<file path="src/rtl/rr_mux_reg_pkg.sv">
// ============================================================================
// Module : rr_mux_reg_pkg
// Brief  : Shared mode constants and channel-slicing helper for rr_mux_reg.
// Rev    : 1.0  initial release
// ============================================================================
`default_nettype none

`ifndef RR_MUX_REG_PKG_SV
`define RR_MUX_REG_PKG_SV

// Extracts channel idx from a flattened bus of width-bit channels.
`define RR_CH_SLICE(vec, idx, width) vec[(idx)*(width) +: (width)]

package rr_mux_reg_pkg;

  localparam logic MODE_FIXED = 1'b0;
  localparam logic MODE_RR    = 1'b1;

endpackage

`endif

`default_nettype wire

</file>
<file path="src/rtl/rr_mux_reg_arbiter.sv">
// ============================================================================
// Module : rr_arbiter
// Brief  : Combinational round-robin arbiter; searches from ptr+1 modulo N.
// Rev    : 1.0  initial release
// ============================================================================
`default_nettype none

module rr_arbiter
  import rr_mux_reg_pkg::*;
#(
  parameter int N = 4
) (
  input  logic [N-1:0]         req,
  input  logic [$clog2(N)-1:0] ptr,
  input  logic                 en,
  output logic [$clog2(N)-1:0] gnt_idx,
  output logic                 gnt_any
);

  localparam int SW = $clog2(N);

  // The last step (k = N) revisits ptr itself, so a lone requester always wins.
  always_comb begin
    int idx;
    gnt_idx = '0;
    gnt_any = 1'b0;
    idx     = 0;
    if (en) begin
      for (int k = 1; k <= N; k++) begin
        idx = (int'(ptr) + k) % N;
        if (!gnt_any && req[idx]) begin
          gnt_any = 1'b1;
          gnt_idx = SW'(idx);
        end
      end
    end
  end

endmodule

`default_nettype wire

</file>
<file path="src/rtl/rr_mux_reg.sv">
// ============================================================================
// Module : rr_mux_reg
// Brief  : N-channel registered mux, fixed-select or round-robin, valid/ready.
// Rev    : 1.0  initial release
// ============================================================================
`default_nettype none

module rr_mux_reg
  import rr_mux_reg_pkg::*;
#(
  parameter int N = 4,
  parameter int W = 2
) (
  input  logic                 clk,
  input  logic                 rst_n,
  input  logic [N*W-1:0]       in_data,
  input  logic [N-1:0]         in_valid,
  output logic [N-1:0]         in_ready,
  input  logic                 mode,
  input  logic [$clog2(N)-1:0] sel,
  output logic [W-1:0]         out_data,
  output logic [$clog2(N)-1:0] out_chan,
  output logic                 out_valid,
  input  logic                 out_ready
);

  localparam int SW = $clog2(N);

  logic [SW-1:0] ptr;
  logic [SW-1:0] arb_idx;
  logic          arb_any;
  logic          load_en;
  logic          fixed_valid;
  logic [SW-1:0] grant;
  logic          grant_valid;
  logic [W-1:0]  grant_data;

  rr_arbiter #(.N(N)) u_arbiter (
    .req     (in_valid),
    .ptr     (ptr),
    .en      (mode == MODE_RR),
    .gnt_idx (arb_idx),
    .gnt_any (arb_any)
  );

  assign load_en = !out_valid || out_ready;

  // sel values without a matching channel (non-power-of-two N) yield no grant.
  always_comb begin
    fixed_valid = 1'b0;
    for (int i = 0; i < N; i++) begin
      if (sel == SW'(i)) fixed_valid = in_valid[i];
    end
  end

  assign grant       = (mode == MODE_RR) ? arb_idx : sel;
  assign grant_valid = (mode == MODE_RR) ? arb_any : fixed_valid;

  always_comb begin
    grant_data = '0;
    in_ready   = '0;
    for (int i = 0; i < N; i++) begin
      if (grant == SW'(i)) begin
        grant_data  = `RR_CH_SLICE(in_data, i, W);
        in_ready[i] = load_en && grant_valid;
      end
    end
  end

  always_ff @(posedge clk or negedge rst_n) begin
    if (!rst_n) begin
      out_valid <= 1'b0;
      out_data  <= '0;
      out_chan  <= '0;
      ptr       <= SW'(N - 1);
    end else if (load_en) begin
      out_valid <= grant_valid;
      if (grant_valid) begin
        out_data <= grant_data;
        out_chan <= grant;
        if (mode == MODE_RR) ptr <= grant;
      end
    end
  end

endmodule

`default_nettype wire

</file>
<file path="config.mk">
export PLATFORM = sky130hd
export DESIGN_NAME = rr_mux_reg
export DESIGN_NICKNAME = d
export VERILOG_FILES = /design/src/rtl/rr_mux_reg_pkg.sv /design/src/rtl/rr_mux_reg_arbiter.sv /design/src/rtl/rr_mux_reg.sv
export SDC_FILE = /design/constraint.sdc
export NUM_CORES = 1
export LEC_CHECK = 0
export CAP_MARGIN = 20
export CORE_MARGIN = 1.5
export CORE_UTILIZATION = 35
export CTS_BUF_LIST = sky130_fd_sc_hd__clkbuf_8
export CTS_CLUSTER_DIAMETER = 80
export CTS_CLUSTER_SIZE = 40
export DETAILED_ROUTE_END_ITERATION = 10
export GPL_TIMING_DRIVEN = 1
export HOLD_SLACK_MARGIN = 0.06
export PLACE_DENSITY = 0.8
export SKIP_CTS_REPAIR_TIMING = 1
export SKIP_LAST_GASP = 1
export SLEW_MARGIN = 25
export SYNTH_ARGS = -nofsm -noshare
export SYNTH_HDL_FRONTEND = slang
export SYNTH_SLANG_ARGS = --single-unit
</file>
<file path="constraint.sdc">
create_clock -name clk -period 2.1 [get_ports clk]
set_input_delay 0.42 -clock clk [delete_from_list [all_inputs] [get_ports clk]]
set_output_delay 0.42 -clock clk [all_outputs]
set_load 0.02 [all_outputs]
</file>
==> results.json <==
{
  "fmax_ghz": 0.428,
  "avgSynthCellArea_um2": 8.87,
  "post-dp-hpwl_um": 1380,
  "finalSetupViolations": 4,
  "leakage_nw": 0.527,
  "cp_cell_sequence": "and4bb_1, a311o_1, a221o_1, nor2_1, buf_4",
  "drv_cap": 0,
  "core_area_um2": 1520,
  "tightestPinTransition_ns": 0.374,
  "drc": 0,
  "end_kind": "output pin",
  "p_switching_mw": 0.315,
  "globalplace.congestion": 0.842,
  "cts.sinks": 7,
  "vias": 712,
  "n_fill_cell": 120,
  "post-route-min-period_ns": 2.34,
  "via_per_inst": 5.39,
  "die-height_um": 43.6,
  "crit_arrival_ns": 1.92,
  "wire_per_inst_um": 14.4,
  "firstDrtPassIters": 4,
  "fin_nets": 135,
  "synthDistinctLibCells": 33,
  "grt_pass1_wl_um": 2700,
  "critPathMaxStageDelay_ns": 0.53,
  "ir_drop_mv": 0.737,
  "cts-root-buf": "clkbuf_8",
  "fin_cells": 132,
  "p_per_area_nw_per_um2": 809,
  "pin_count": 27,
  "power_mw": 0.907,
  "clock_skew_ns": 0.00283,
  "status": "finished with violations",
  "syn_to_final_growth_pct": 94.4,
  "initial_core_util_pct": 37.8,
  "ys_seq_area_share_pct": 30.8,
  "crit_type": "reg -> out",
  "slowest_stage": "dfstp_2",
  "finalCritPeriodShare_pct": 111,
  "hold_viol_final": 0,
  "drive_above_1_share_pct": 38.8,
  "yosysWarnings": 0,
  "place_inst": 122,
  "path_buf_inv": 1,
  "tritoncts": "built",
  "cp_data_required_time_ns": 1.68,
  "grt_pass1_vias": 660,
  "clockPowerShare_pct": 19.7,
  "worst_slew_margin_rel_pct": 74.8,
  "drtIter0Drc": 3,
  "synth_fp_nets": 83,
  "hold-worst-slack_ns": 0.460,
  "synth_seq_cells": 7,
  "pre_cts_ws_ns": -1.06,
  "clk_pin_slew_ns": 0.04,
  "grtUsageTotal_pct": 19.2,
  "p_comb_share_pct": 56.8,
  "internal_power_mw": 0.592,
  "wl_um": 1900,
  "port_buffers": 26,
  "cts_buffers": 3,
  "synth_cells": 65,
  "grt_max_degree": 9,
  "dieWidth_um": 43.6,
  "hold_path.class": "in -> async",
  "antenna_cells": 0,
  "cp-start-kind": "flip-flop",
  "worst-path-max-fanout": 3,
  "syn_area_um2": 577,
  "dieArea_um2": 1900,
  "core.rowCount": 14,
  "fin_util_pct": 73.6,
  "clock_path_buffers": 2,
  "setup_ws_ns": -0.237,
  "ctsHtreeMaxLevel": 1,
  "swShare_pct": 34.8,
  "violations": "setup timing",
  "reg2reg_slack_ns": 0.06,
  "antenna_found_initial": 0,
  "sequentialPowerShare_pct": 23.5,
  "clock_latency_ns": 0.22,
  "overflow": 0,
  "antenna_left": 0,
  "drv_slew": 0,
  "crit_family": "compound AO/OA/AOI/OAI gates",
  "rsz0062_at_grt": "yes"
}
area by class of cell:
cell class | instances | area (um2) | share of cell area (%)
multi-input combinational | 55 | 435 | 38.8
timing repair buffer | 48 | 435 | 38.8
sequential | 7 | 178 | 15.8
clock buffer | 3 | 41.3 | 3.68
tap | 16 | 20.0 | 1.79
inverter | 2 | 7.51 | 0.670
clock inverter | 1 | 3.75 | 0.335
worst reg2reg max path, stage by stage (launching register included):
cell and delay [ns]:
dfstp_2 0.36, buf_4 0.14, and3b_1 0.22, nand2b_1 0.20
or3_4 0.41, buf_4 0.16, a221oi_1 0.32, o31ai_1 0.11
worst paths after layout:
check | startpoint | end | cells past startpoint
max in group asynchronous | rst_n | ptr[1] | 1
min in group clk | out_data[1] | out_data[1] | 2
setup reg to reg | ptr[1] | out_data[0] | 7
hold / removal | rst_n | out_chan[1] | 1
setup / recovery | ptr[1] | in_ready[0] | 5
hold reg to reg | out_data[1] | out_data[1] | 2
cells in the final DEF, fill, tap and decap left out, drive strengths merged:
cell           synthesis  final
clkdlybuf4s50          0     17
mux2i                  1      1
or2                    1      1
inv                    2      3
a221oi                 5      5
o21ai                  3      3
nor3                   1      1
and3b                  1      1
mux4                   1      1
o41ai                  1      1
a211oi                 1      1
nor2b                  2      2
or4                    1      1
or3                    1      1
dfrtp                  5      5
a221o                  1      1
a311o                  1      1
o21a                   1      1
a21o                   1      1
and4bb                 2      2
nand2b                 3      3
and2                   4      4
nand3                  2      2
a21oi                  1      1
and2b                  1      1
buf                    0     26
nor2                   7      7
dlymetal6s2s           0      5
o31ai                  3      3
clkbuf                 1      3
dfstp                  2      2
o211ai                 1      1
nand2                  8      8
cell families (layout without fill, tap and decap cells):
| logic type | count (synthesis) | in the layout | share of synthesized area, % |
|---|---|---|---|
| multiplexers | 2 | 2 | 6.29 |
| AO/OA/AOI/OAI | 19 | 19 | 27.3 |
| buffers and inverters | 3 | 54 | 1.95 |
| flip-flops | 7 | 7 | 30.8 |
| AND/OR/NAND/NOR | 34 | 34 | 33.6 |
registers in the layout, indices dropped and copies added (netlist names):
register   count
out_chan       2
out_data       2
out_valid      1
ptr            2
Yosys cell counts:
| cell | instances | area share [%] |
|---|---|---|
| o31ai_1 | 2 | 2.6 |
| a211oi_1 | 1 | 1.3 |
| a221o_1 | 1 | 1.7 |
| and4bb_1 | 2 | 4.3 |
| nor2b_1 | 2 | 2.2 |
| o41ai_1 | 1 | 1.5 |
| nor2_1 | 7 | 4.6 |
| a221oi_2 | 1 | 2.6 |
| a221oi_1 | 4 | 6.1 |
| o31ai_2 | 1 | 2.2 |
| inv_1 | 2 | 1.3 |
| dfrtp_1 | 5 | 22 |
| o21ai_1 | 1 | 0.87 |
| o211ai_1 | 1 | 1.3 |
| and3b_1 | 1 | 1.5 |
| or2_2 | 1 | 1.1 |
| a21oi_1 | 1 | 0.87 |
| clkbuf_1 | 1 | 0.65 |
| and2_1 | 4 | 4.3 |
| o21a_1 | 1 | 1.3 |
| and2b_1 | 1 | 1.3 |
| nor3_1 | 1 | 0.87 |
| mux2i_1 | 1 | 1.7 |
| a21o_2 | 1 | 1.5 |
| or4_1 | 1 | 1.3 |
| o21ai_0 | 2 | 1.7 |
| mux4_1 | 1 | 4.6 |
| dfstp_2 | 2 | 9.1 |
| nand2_1 | 8 | 5.2 |
| nand2b_1 | 3 | 3.3 |
| or3_4 | 1 | 2.0 |
| nand3_1 | 2 | 1.7 |
| a311o_1 | 1 | 1.7 |
routing by layer:
| metal | vias up | global-route usage (%) | part of all wire (%) | routed length [um] |
|---|---|---|---|---|
| met5 | - | 0 | 0 | 0 |
| met1 | 336 | 19.5 | 38 | 717 |
| met2 | 23 | 36.2 | 55 | 1050 |
| li1 | 351 | - | - | - |
| met4 | 0 | 4.85 | 1.3 | 24 |
| met3 | 2 | 7.50 | 5.7 | 108 |
power groups by stage:
stage / clock (mW) / combinational, mW / sequential [mW]
detailed placement: 0 / 0.435 / 0.214
floorplan: 0 / 0.177 / 0.251
global route: 0.200 / 0.549 / 0.219
CTS: 0.184 / 0.438 / 0.212
finish: 0.178 / 0.515 / 0.214
global placement: 0 / 0.429 / 0.211
stage by stage:
stage          TNS (ns)  cell area, um2
6_report         -0.778            1120
5_1_grt           -1.03            1120
4_1_cts           -4.28            1020
3_5_place_dp      -5.01             973
3_3_place_gp      -4.77             973
2_1_floorplan   -0.0824             577
(Power assumes the default switching activity.)
==> RTL edit: new RTL, same settings <==
`W`: 2 -> 4.
--- a/src/rtl/rr_mux_reg.sv
+++ b/src/rtl/rr_mux_reg.sv
@@ -11,3 +11,3 @@
   parameter int N = 4,
-  parameter int W = 2
+  parameter int W = 4
 ) (
Interface: changed (resized in_data and out_data); port bits go from 27 to 37. No check against the original RTL was run, so the function may have changed too.
==> RTL edit against the unedited design <==
The flow still finishes with violations (setup timing). First-iteration DRC count rose to 8.3 times the old value. Cell area rose by 61%. Synthesized area up 80%. Sequential cell count rose by 2. Largest cell class unchanged. Worst setup slack worse by 0.28 ns. Global-route usage is 1.5 points higher. Critical endpoint is now in_ready[1]. Die area up 74%. Total power grew 55%. Routed wire length increased by 96%.
==> RTL edit: results (changes against the unedited design) <==
metric	value	unit	change
status	complete, but fails checks		
failing checks	setup timing		
GRT Util Overall	20.8	%	+1.5 points
list of most frequent post-synthesis cells	nand2_1, a211o_1		
vias in the first global route	1183		+79%
number of setup violations in the final report	8		+4
number of fill cells in the layout	221		+84%
final setup TNS	-2.67	ns	-1.89 ns
Iter 0 DRT Violations	25		+22
WL met1	1.58	mm	+120%
critical path arrival	2.20	ns	+0.28 ns
GR Util met3	4.99	%	-2.5 points
CTS Root Cell	clkbuf_8		
Core Util, Final	64.8	%	-8.8 points
VDD IR max	739	uV	+0.27%
Critical R2R Capture	out_data[1]		
Tot Pwr	1.40	mW	+55%
Switching Power	0.560	mW	+78%
Placement Cell Area	1660	um^2	+71%
delay-heaviest family, CP	flip-flops		
Setup WS pre-CTS	-1.19	ns	-0.131 ns
Placed Cells	211		+73%
Leak	0.833	nW	+58%
layout cells sized above 1	36.3	%	-2.5 points
Synth Area in Compound Gates	29.4	%	+2.1 points
worst setup margin	-0.515	ns	-0.278 ns
Reg2Reg Depth	9		+2
Post-Synthesis Cells	124		+91%
routed via count	1268		+78%
Synth area leaders	dfrtp_1, a211o_1, a311oi_1, nand2_1, dfstp_2		
clock skew	0.00200	ns	-0.000831 ns
WL per Instance	16.8	um	+17%
Clock Power	0.197	mW	+11%
mux contribution to synthesized area	5.31	%	-0.98 points
pin count of the biggest net entering global routing	14		+5
routability cong.	0.840		-0.24%
Crit Path Max Fanout	4		+1
Reg2Reg Setup Slack	-0.22	ns	-0.28 ns
sequential power	0.312	mW	+46%
largest stage delay on the critical path	0.60	ns	+0.07 ns
Tightest Pin Transition	0.956	ns	+0.581 ns
worst hold slack	0.478	ns	+0.0177 ns
IO buf count	36		+38%
Final HPWL DP	2.69	mm	+95%
sequential share of the synthesized area	22.0	%	-8.8 points
met1 usage in global routing	24.2	%	+4.7 points
top flop regs	out_data: 4 flops, out_chan: 2 flops, ptr: 2 flops		
post-synth cell types	39		+18%
first-pass GRT wire length	5.29	mm	+96%
Nets	217		+61%
Routed WL	3.72	mm	+96%
met2 Use GR	36.9	%	+0.67 points
syn_nets	150		+81%
DR WL met3	215	um	+99%
RTL edit: cell types whose count changed after synthesis, sizes merged, moves of 3 or more:
cell / change
and3: +8
nand2: +8
o31ai: -3
a221oi: -5
nor4: +8
a311oi: +9
o221ai: +4
a211o: +9
and2: +4
clkbuf: +5
buf: +4
RTL edit: worst max-delay path by stage:
| stage | endpoint | depth (start not counted) | slack (ns) |
|---|---|---|---|
| floorplan | in_ready[1] | 6 | -0.18 |
| global placement | in_ready[1] | 7 | -1.14 |
| detailed placement | in_ready[3] | 9 | -1.19 |
| CTS | in_ready[3] | 9 | -1.24 |
| global route | in_ready[1] | 9 | -0.57 |
| finish | in_ready[1] | 9 | -0.52 |
RTL edit: layout make-up:
class	count	area, um^2	share of cell area, %
clock buffers	3	41.3	2.29
clock inverters	1	3.75	0.208
inverters	2	7.51	0.417
multi-input cells	103	827	45.9
flip-flops and latches	9	228	12.6
well taps	31	38.8	2.15
repair buffers	72	656	36.4
